$ cat config.mk
export PLATFORM = sky130hd
export DESIGN_NAME = apb_mem_slave_flat
export DESIGN_NICKNAME = d
export VERILOG_FILES = /design/src/rtl/apb_mem_slave_if.sv /design/src/rtl/apb_mem_slave.sv /design/src/flat_wrapper.sv
export SDC_FILE = /design/constraint.sdc
export NUM_CORES = 2
export LEC_CHECK = 0
export CAP_MARGIN = 20
export CORE_ASPECT_RATIO = 0.7
export CORE_MARGIN = 3
export CORE_UTILIZATION = 35
export CTS_BUF_LIST = sky130_fd_sc_hd__clkbuf_4 sky130_fd_sc_hd__clkbuf_8 sky130_fd_sc_hd__clkbuf_16
export CTS_CLUSTER_DIAMETER = 80
export DETAILED_ROUTE_END_ITERATION = 10
export PLACE_DENSITY_LB_ADDON = 0.12
export SYNTH_ARGS = -nofsm -noshare
export SYNTH_HDL_FRONTEND = slang
export SYNTH_SLANG_ARGS = --single-unit
$ cat constraint.sdc
create_clock -name PCLK -period 3.1 [get_ports PCLK]
set_input_delay 0.465 -clock PCLK [delete_from_list [all_inputs] [get_ports PCLK]]
set_output_delay 0.465 -clock PCLK [all_outputs]
set_load 0.005 [all_outputs]
$ cat src/rtl/apb_mem_slave_if.sv
// apb_mem_slave_if: APB4 completer bus bundle for apb_mem_slave.
interface apb_mem_slave_if #(
   parameter int DATA_W = 32,
   parameter int ADDR_W = 8
);
   logic                PSEL;
   logic                PENABLE;
   logic                PWRITE;
   logic [ADDR_W-1:0]   PADDR;
   logic [DATA_W-1:0]   PWDATA;
   logic [DATA_W/8-1:0] PSTRB;
   logic [DATA_W-1:0]   PRDATA;
   logic                PREADY;
   logic                PSLVERR;
   modport master (output PSEL, PENABLE, PWRITE, PADDR, PWDATA, PSTRB, input PRDATA, PREADY, PSLVERR);
   modport slave  (input PSEL, PENABLE, PWRITE, PADDR, PWDATA, PSTRB, output PRDATA, PREADY, PSLVERR);
endinterface

$ cat src/rtl/apb_mem_slave.sv
// apb_mem_slave: APB4 word-addressed memory completer with wait states, byte strobes and PSLVERR.
module apb_mem_slave #(
   parameter int DATA_W      = 32,
   parameter int ADDR_W      = 8,
   parameter int DEPTH       = 64,
   parameter int WAIT_CYCLES = 0
) (
   input logic           PCLK,
   input logic           PRESET,
   apb_mem_slave_if.slave apb
);
   localparam int NB = DATA_W / 8;
   localparam int LSB = $clog2(NB);
   localparam int IW = DEPTH > 1 ? $clog2(DEPTH) : 1;
   localparam logic [ADDR_W-1:0] AMASK = ADDR_W'((1 << LSB) - 1);
   localparam logic [ADDR_W:0] DEPTH_L = (ADDR_W + 1)'(DEPTH);
   typedef enum logic {IDLE, ACCESS} state_t;
   state_t            state_q, state_d;
   logic [3:0]        cnt_q, cnt_d;
   logic [ADDR_W-1:0] addr_q, addr_d;
   logic              write_q, write_d;
   logic [DATA_W-1:0] wdata_q, wdata_d;
   logic [NB-1:0]     strb_q, strb_d;
   logic [DATA_W-1:0] mem [DEPTH];
   logic [ADDR_W-1:0] idx;
   logic [IW-1:0]     widx;
   logic              err, ready, done;
   assign idx   = addr_q >> LSB;
   assign widx  = idx[IW-1:0];
   assign err   = ({1'b0, idx} >= DEPTH_L) || |(addr_q & AMASK);
   assign ready = (state_q == ACCESS) && (cnt_q == 4'd0);
   assign done  = ready && apb.PSEL && apb.PENABLE;
   assign apb.PREADY  = ready;
   assign apb.PSLVERR = ready && err;
   assign apb.PRDATA  = (ready && !err && !write_q) ? mem[widx] : '0;
   always_comb begin
      state_d = state_q;
      cnt_d   = cnt_q;
      addr_d  = addr_q;
      write_d = write_q;
      wdata_d = wdata_q;
      strb_d  = strb_q;
      if (state_q == IDLE) begin
         if (apb.PSEL && !apb.PENABLE) begin
            state_d = ACCESS;
            cnt_d   = 4'(WAIT_CYCLES);
            addr_d  = apb.PADDR;
            write_d = apb.PWRITE;
            wdata_d = apb.PWDATA;
            strb_d  = apb.PSTRB;
         end
      end else if (!(apb.PSEL && apb.PENABLE) || ready) state_d = IDLE;
      else cnt_d = cnt_q - 4'd1;
   end
   always_ff @(posedge PCLK) begin
      if (PRESET) begin
         state_q <= IDLE;
         cnt_q   <= '0;
         addr_q  <= '0;
         write_q <= 1'b0;
         wdata_q <= '0;
         strb_q  <= '0;
      end else begin
         state_q <= state_d;
         cnt_q   <= cnt_d;
         addr_q  <= addr_d;
         write_q <= write_d;
         wdata_q <= wdata_d;
         strb_q  <= strb_d;
      end
   end
   // Memory is deliberately left out of reset; only a clean completion writes it.
   always_ff @(posedge PCLK) begin
      if (!PRESET && done && write_q && !err)
         for (int i = 0; i < NB; i++)
            if (strb_q[i]) mem[widx][8*i +: 8] <= wdata_q[8*i +: 8];
   end
endmodule

$ cat src/flat_wrapper.sv
// flat-port wrapper written by rule: the top's interface ports become plain ports
module apb_mem_slave_flat 
#(
   parameter int DATA_W      = 32,
   parameter int ADDR_W      = 8,
   parameter int DEPTH       = 64,
   parameter int WAIT_CYCLES = 0
)
  (PCLK, PRESET, apb_PSEL, apb_PENABLE, apb_PWRITE, apb_PADDR, apb_PWDATA, apb_PSTRB, apb_PRDATA, apb_PREADY, apb_PSLVERR);
  apb_mem_slave_if #(.DATA_W(DATA_W), .ADDR_W(ADDR_W)) apb_i ();
  input logic PCLK;
  input logic PRESET;
  input wire logic [$bits(apb_i.PSEL)-1:0] apb_PSEL;
  input wire logic [$bits(apb_i.PENABLE)-1:0] apb_PENABLE;
  input wire logic [$bits(apb_i.PWRITE)-1:0] apb_PWRITE;
  input wire logic [$bits(apb_i.PADDR)-1:0] apb_PADDR;
  input wire logic [$bits(apb_i.PWDATA)-1:0] apb_PWDATA;
  input wire logic [$bits(apb_i.PSTRB)-1:0] apb_PSTRB;
  output wire logic [$bits(apb_i.PRDATA)-1:0] apb_PRDATA;
  output wire logic [$bits(apb_i.PREADY)-1:0] apb_PREADY;
  output wire logic [$bits(apb_i.PSLVERR)-1:0] apb_PSLVERR;
  assign apb_i.PSEL = apb_PSEL;
  assign apb_i.PENABLE = apb_PENABLE;
  assign apb_i.PWRITE = apb_PWRITE;
  assign apb_i.PADDR = apb_PADDR;
  assign apb_i.PWDATA = apb_PWDATA;
  assign apb_i.PSTRB = apb_PSTRB;
  assign apb_PRDATA = apb_i.PRDATA;
  assign apb_PREADY = apb_i.PREADY;
  assign apb_PSLVERR = apb_i.PSLVERR;
  apb_mem_slave #(.DATA_W(DATA_W), .ADDR_W(ADDR_W), .DEPTH(DEPTH), .WAIT_CYCLES(WAIT_CYCLES)) u_core (.PCLK(PCLK), .PRESET(PRESET), .apb(apb_i));
endmodule
Word level (Yosys, flattened, before mapping):

Memories as Yosys holds them, arrays and structs flattened. A register that Yosys moved wholly into a read port is not among the register bits.
Index checks and enable logic that the tools add are counted.

* add/sub/neg operators: 1
* multipliers: 0
* div/mod/pow operators: 0
* order comparisons: 1
* equal/unequal tests: 1
* shifts and indexed selects: 0
* muxes and demuxes: 21
* bitwise gates (word level): 1
* reductions and logical operators: 23

Operators by type and width (number)
* $mux W32: 1
* $mux W1: 15
* $mux W4: 3
* $mux W6: 2
* $logic_and A1 B1 Y1: 11
* $ge A6 B7 Y1 const B: 1
* $logic_not A1 Y1: 5
* $logic_not A4 Y1: 1
* $reduce_and A2 Y1: 2
* $sub A4 B1 Y4 const B: 1
* $logic_or A1 B1 Y1: 2
* $ne A2 B2 Y1 const B: 1
* $reduce_bool A2 Y1: 1
* $reduce_or A2 Y1: 1
* $not A1 Y1: 1

* register bits: 50
* bits in latches: 0
* bits in writable memories: 2048
* bits in read-only memories: 0
* input port bits: 49
* word-level logic and storage cells: 55
* memories kept: 1

Memory list
* u_core.mem: depth 64, width 32, read ports 1, clocked after memory_dff 1, write ports 1, line apb_mem_slave.sv:24 `logic [DATA_W-1:0] mem [DEPTH];`

Depth between registers and ports, before layout:

* depth in word-level cells: 9
* gate-level depth with buffers: 10
* gate-level depth less buffers: 8

Worst setup path before layout:

No wires, ideal clock.

* kind: register to output
* start point: register (tool-made name)
* end point: output port apb_PRDATA[22]
* data arrival time: 2056 ps
* required time: 2635 ps
* path slack: 579 ps
* cell stages (with the launch flop): 8
* buffers on the path: 3
* path through: dfxtp_1 buf_4 buf_4 clkbuf_1 mux4_2 mux4_2 a22oi_1 o21ai_1

RTL lines
* to (decl): line flat_wrapper.sv:19 `output wire logic [$bits(apb_i.PRDATA)-1:0] apb_PRDATA;`

==> flow_metrics.py <==
metrics = {
    "status": {
        "status": "complete, but fails checks",
        "violations": "setup timing",
    },
    "clock_tree": {
        "path_clk_slew_ps": 70,
        "root_buffer": "clkbuf_16",
        "cts_buffers": 208,
        "cts_tree": "built",
        "clock-sinks": 2104,
        "clock_path_buffers": 4,
        "clk-insertion-delay-late_ps": 870,
        "htreeDepth": 4,
    },
    "die": {
        "initial_core_util_pct": 35.39,
        "die_h_microns": 409.9,
        "dieArea_sq_mm": 0.2389,
        "io_pins": 83,
        "chipWidth_microns": 583.0,
        "core-area_sq_mm": 0.2305,
        "num_rows": 147,
    },
    "cells_and_area": {
        "fin_nets": 4837,
        "area_growth_pct": 24.60,
        "design_area_sq_mm": 0.1016,
        "drive_gt1_share_pct": 40.09,
        "final_cell_mix": "edfxtp_1, buf_4, mux4_2",
        "final_common_cell": "edfxtp_1",
        "final_cell_count_no_fill": 8002,
    },
    "setup_path": {
        "crit_arrival_ps": 3500,
        "crit_path_end_kind": "output port",
        "worstSetupPathType": "flop to output port",
        "crit_required_ps": 2630,
        "ff2ff_setup_slack_ps": 340,
        "crit_top_cell": "buf_6",
        "slowest_delay_ps": 470,
        "start_kind": "flop",
        "worst-path-buf-inv": 7,
        "cp_cell_sequence": "buf_6 -> buf_12 -> buf_16 -> buf_16 -> buf_6 -> mux4_2 -> mux4_2 -> and4_1 -> a31oi_1 -> o21ai_1 -> buf_4 -> buf_6",
        "path_max_fanout": 7,
        "critPathTopFamily": "multiplexers",
        "crit_slowest_cell": "mux4_2",
    },
    "power_and_ir_drop": {
        "powerDensity_mw_per_mm2": 586.0,
        "power.share.sequential_pct": 52.6,
        "p_leak_nw": 35.23,
        "clockPowerShare_pct": 42.1,
        "irDropWorstVdd_uv": 408.5,
        "swShare_pct": 21.20,
        "combPwrFrac_pct": 5.2,
        "p_int_mw": 46.92,
        "switching_power_mw": 12.63,
        "total_power_mw": 59.55,
    },
    "yosys": {
        "syn_area_per_cell_sq_um": 21.04,
        "syn_nets": 3926,
        "dominantRegCellSynth": "edfxtp_1",
        "synth_area_sq_mm": 0.08155,
        "synth-seq-cells": 2104,
        "synth_cells": 3876,
        "ys_types": 51,
        "yosys_warnings": 0,
        "async_flop_share_pct": 0,
        "synth_edf_count": 2048,
        "seq_area_frac_synth_pct": 76.78,
    },
    "sta": {
        "skew_ps": 46.35,
        "finalSetupViolations": 32,
        "rsz0062_at_grt": "true",
        "relSlewSlack_pct": 20.96,
        "slew_violations": 0,
        "setup_ws_ps": -863.2,
        "hold_viol": 0,
        "timing.setup.tns_ps": -22860,
        "min_period_ps": 3963,
        "timing.fmax_mhz": 252.3,
        "fin_crit_sh_pct": 127.8,
        "worst_slew_pin_slew_ps": 1183,
    },
    "grt": {
        "grt_remaining_overflow": 0,
        "antenna_found_initial": 19,
        "grt_max_degree": 66,
        "grt_pass1_wl_microns": 362000,
        "grt_usage_pct": 21.89,
        "grt_pass1_vias": 42555,
    },
    "routing": {
        "drcViolationCount": 0,
        "drt-vias-per-instance": 5.433,
        "first_pass_iters": 9,
        "wl_per_cell_microns": 33.09,
        "via_count": 43478,
        "routed_wl_microns": 264800,
        "initialDrtViolationCount": 5539,
        "antenna_left": 0,
    },
    "placement": {
        "gp_congestion": 0.8121,
        "dp_hpwl_microns": 171700,
        "port_buffers": 82,
        "place_area_sq_mm": 0.09137,
        "place_inst": 7471,
    },
    "flow_run": {
        "drv_cap": 0,
    },
    "hold_path": {
        "hp-class": "input port to flop",
    },
}
-- area by class of cell --
cell class	instances	area [sq um]
Antenna cell	4	10.01
Clock buffer	272	5837
Clock inverter	95	802.0
Fill cell	19724	128800
Inverter	9	41.29
Multi-Input combinational cell	1541	18990
Sequential cell	2104	62680
Tap cell	3054	3821
Timing Repair Buffer	923	9442
-- worst register-to-register path: cells and delay by family, from the launching register on --
family | cells | cell delay, ps
adders and majority gates | 1 | 170
buffers and inverters | 4 | 720
DFF | 1 | 300
and+or+nand+nor | 4 | 1230
-- stage by stage --
step | setup slack, ps | utilization [%] | hold slack, ps
3_5_place_dp | -559.6 | 39.65 | 445.7
5_1_grt | -948.7 | 44.09 | 100.7
4_1_cts | -986.9 | 43.82 | 78.42
2_1_floorplan | 578.9 | - | 436.6
6_report | -863.2 | 44.09 | 134.0
3_3_place_gp | -551.7 | 39.65 | 442.9
-- worst paths after layout --
path,depth (start not counted),start,end
worst max register to register,9,u_core.cnt_q[0],u_core.mem[51][21]
worst min register to register,2,u_core.addr_q[1],u_core.addr_q[1]
worst min-delay path,3,apb_PWDATA[10],u_core.wdata_q[10]
worst max-delay path,12,flop,apb_PRDATA[9]
-- power by group through the flow --
| stage | clock network, mW | registers [mW] | logic (mW) |
|---|---|---|---|
| CTS | 25.6 | 31.4 | 3.04 |
| floorplan | 0 | 31.9 | 1.22 |
| global route | 26.8 | 31.3 | 3.27 |
| global placement | 0 | 32.0 | 2.59 |
| detailed placement | 0 | 32.0 | 2.60 |
| finish | 25.1 | 31.3 | 3.12 |
-- per-layer routing --
metal,up-vias,track usage (%),share of wire (%)
met4,8,4.450,2.0
li1,17825,-,-
met5,-,0,0.017
met1,23567,34.38,47
met2,1758,30.44,42
met3,320,5.642,8.9
-- cell families after synthesis --
logic type	count (synthesis)	share of synthesized area, %
xor gates and xnor gates	2	0.02148
adders and majority gates	1	0.01534
buffers and inverters	231	1.525
AOI/OAI and AO/OA	207	1.669
muxes	682	16.74
and+or+nand+nor	649	3.242
DFF	2104	76.78
-- cell usage after synthesis, drive strengths merged, types with 6 or more instances --
master / n / area share [%]
clkbuf: 85 / 0.39
a21oi: 58 / 0.36
nand2: 271 / 1.2
nand4: 7 / 0.054
dfxtp: 56 / 1.4
o21ai: 33 / 0.20
edfxtp: 2048 / 75
mux2i: 121 / 1.5
nor3b: 7 / 0.064
a22oi: 36 / 0.33
nor3: 20 / 0.12
buf: 137 / 1.1
mux2: 17 / 0.23
a31oi: 12 / 0.092
inv: 9 / 0.041
nand3: 31 / 0.19
nor2b: 6 / 0.046
o211ai: 6 / 0.055
mux4: 544 / 15
o22ai: 14 / 0.11
nand2b: 7 / 0.054
nor2: 282 / 1.3
a32oi: 26 / 0.28
-- registers in the layout, indices dropped and copies added (netlist names), named ones only --
signal	flops
u_core.mem	2048
u_core.wdata_q	32
u_core.addr_q	8
u_core.cnt_q	4
u_core.strb_q	4
u_core.state_q	1
u_core.write_q	1
-- what timing repair did --
item	in CTS	in global routing
hold buffers	0	0
gates cloned	20	1
gates resized for setup	437	115
buffers inserted	130	44
pin swaps	80	55
endpoints found under the setup margin	32	32
Note: power is estimated with default switching activity, not from simulation.
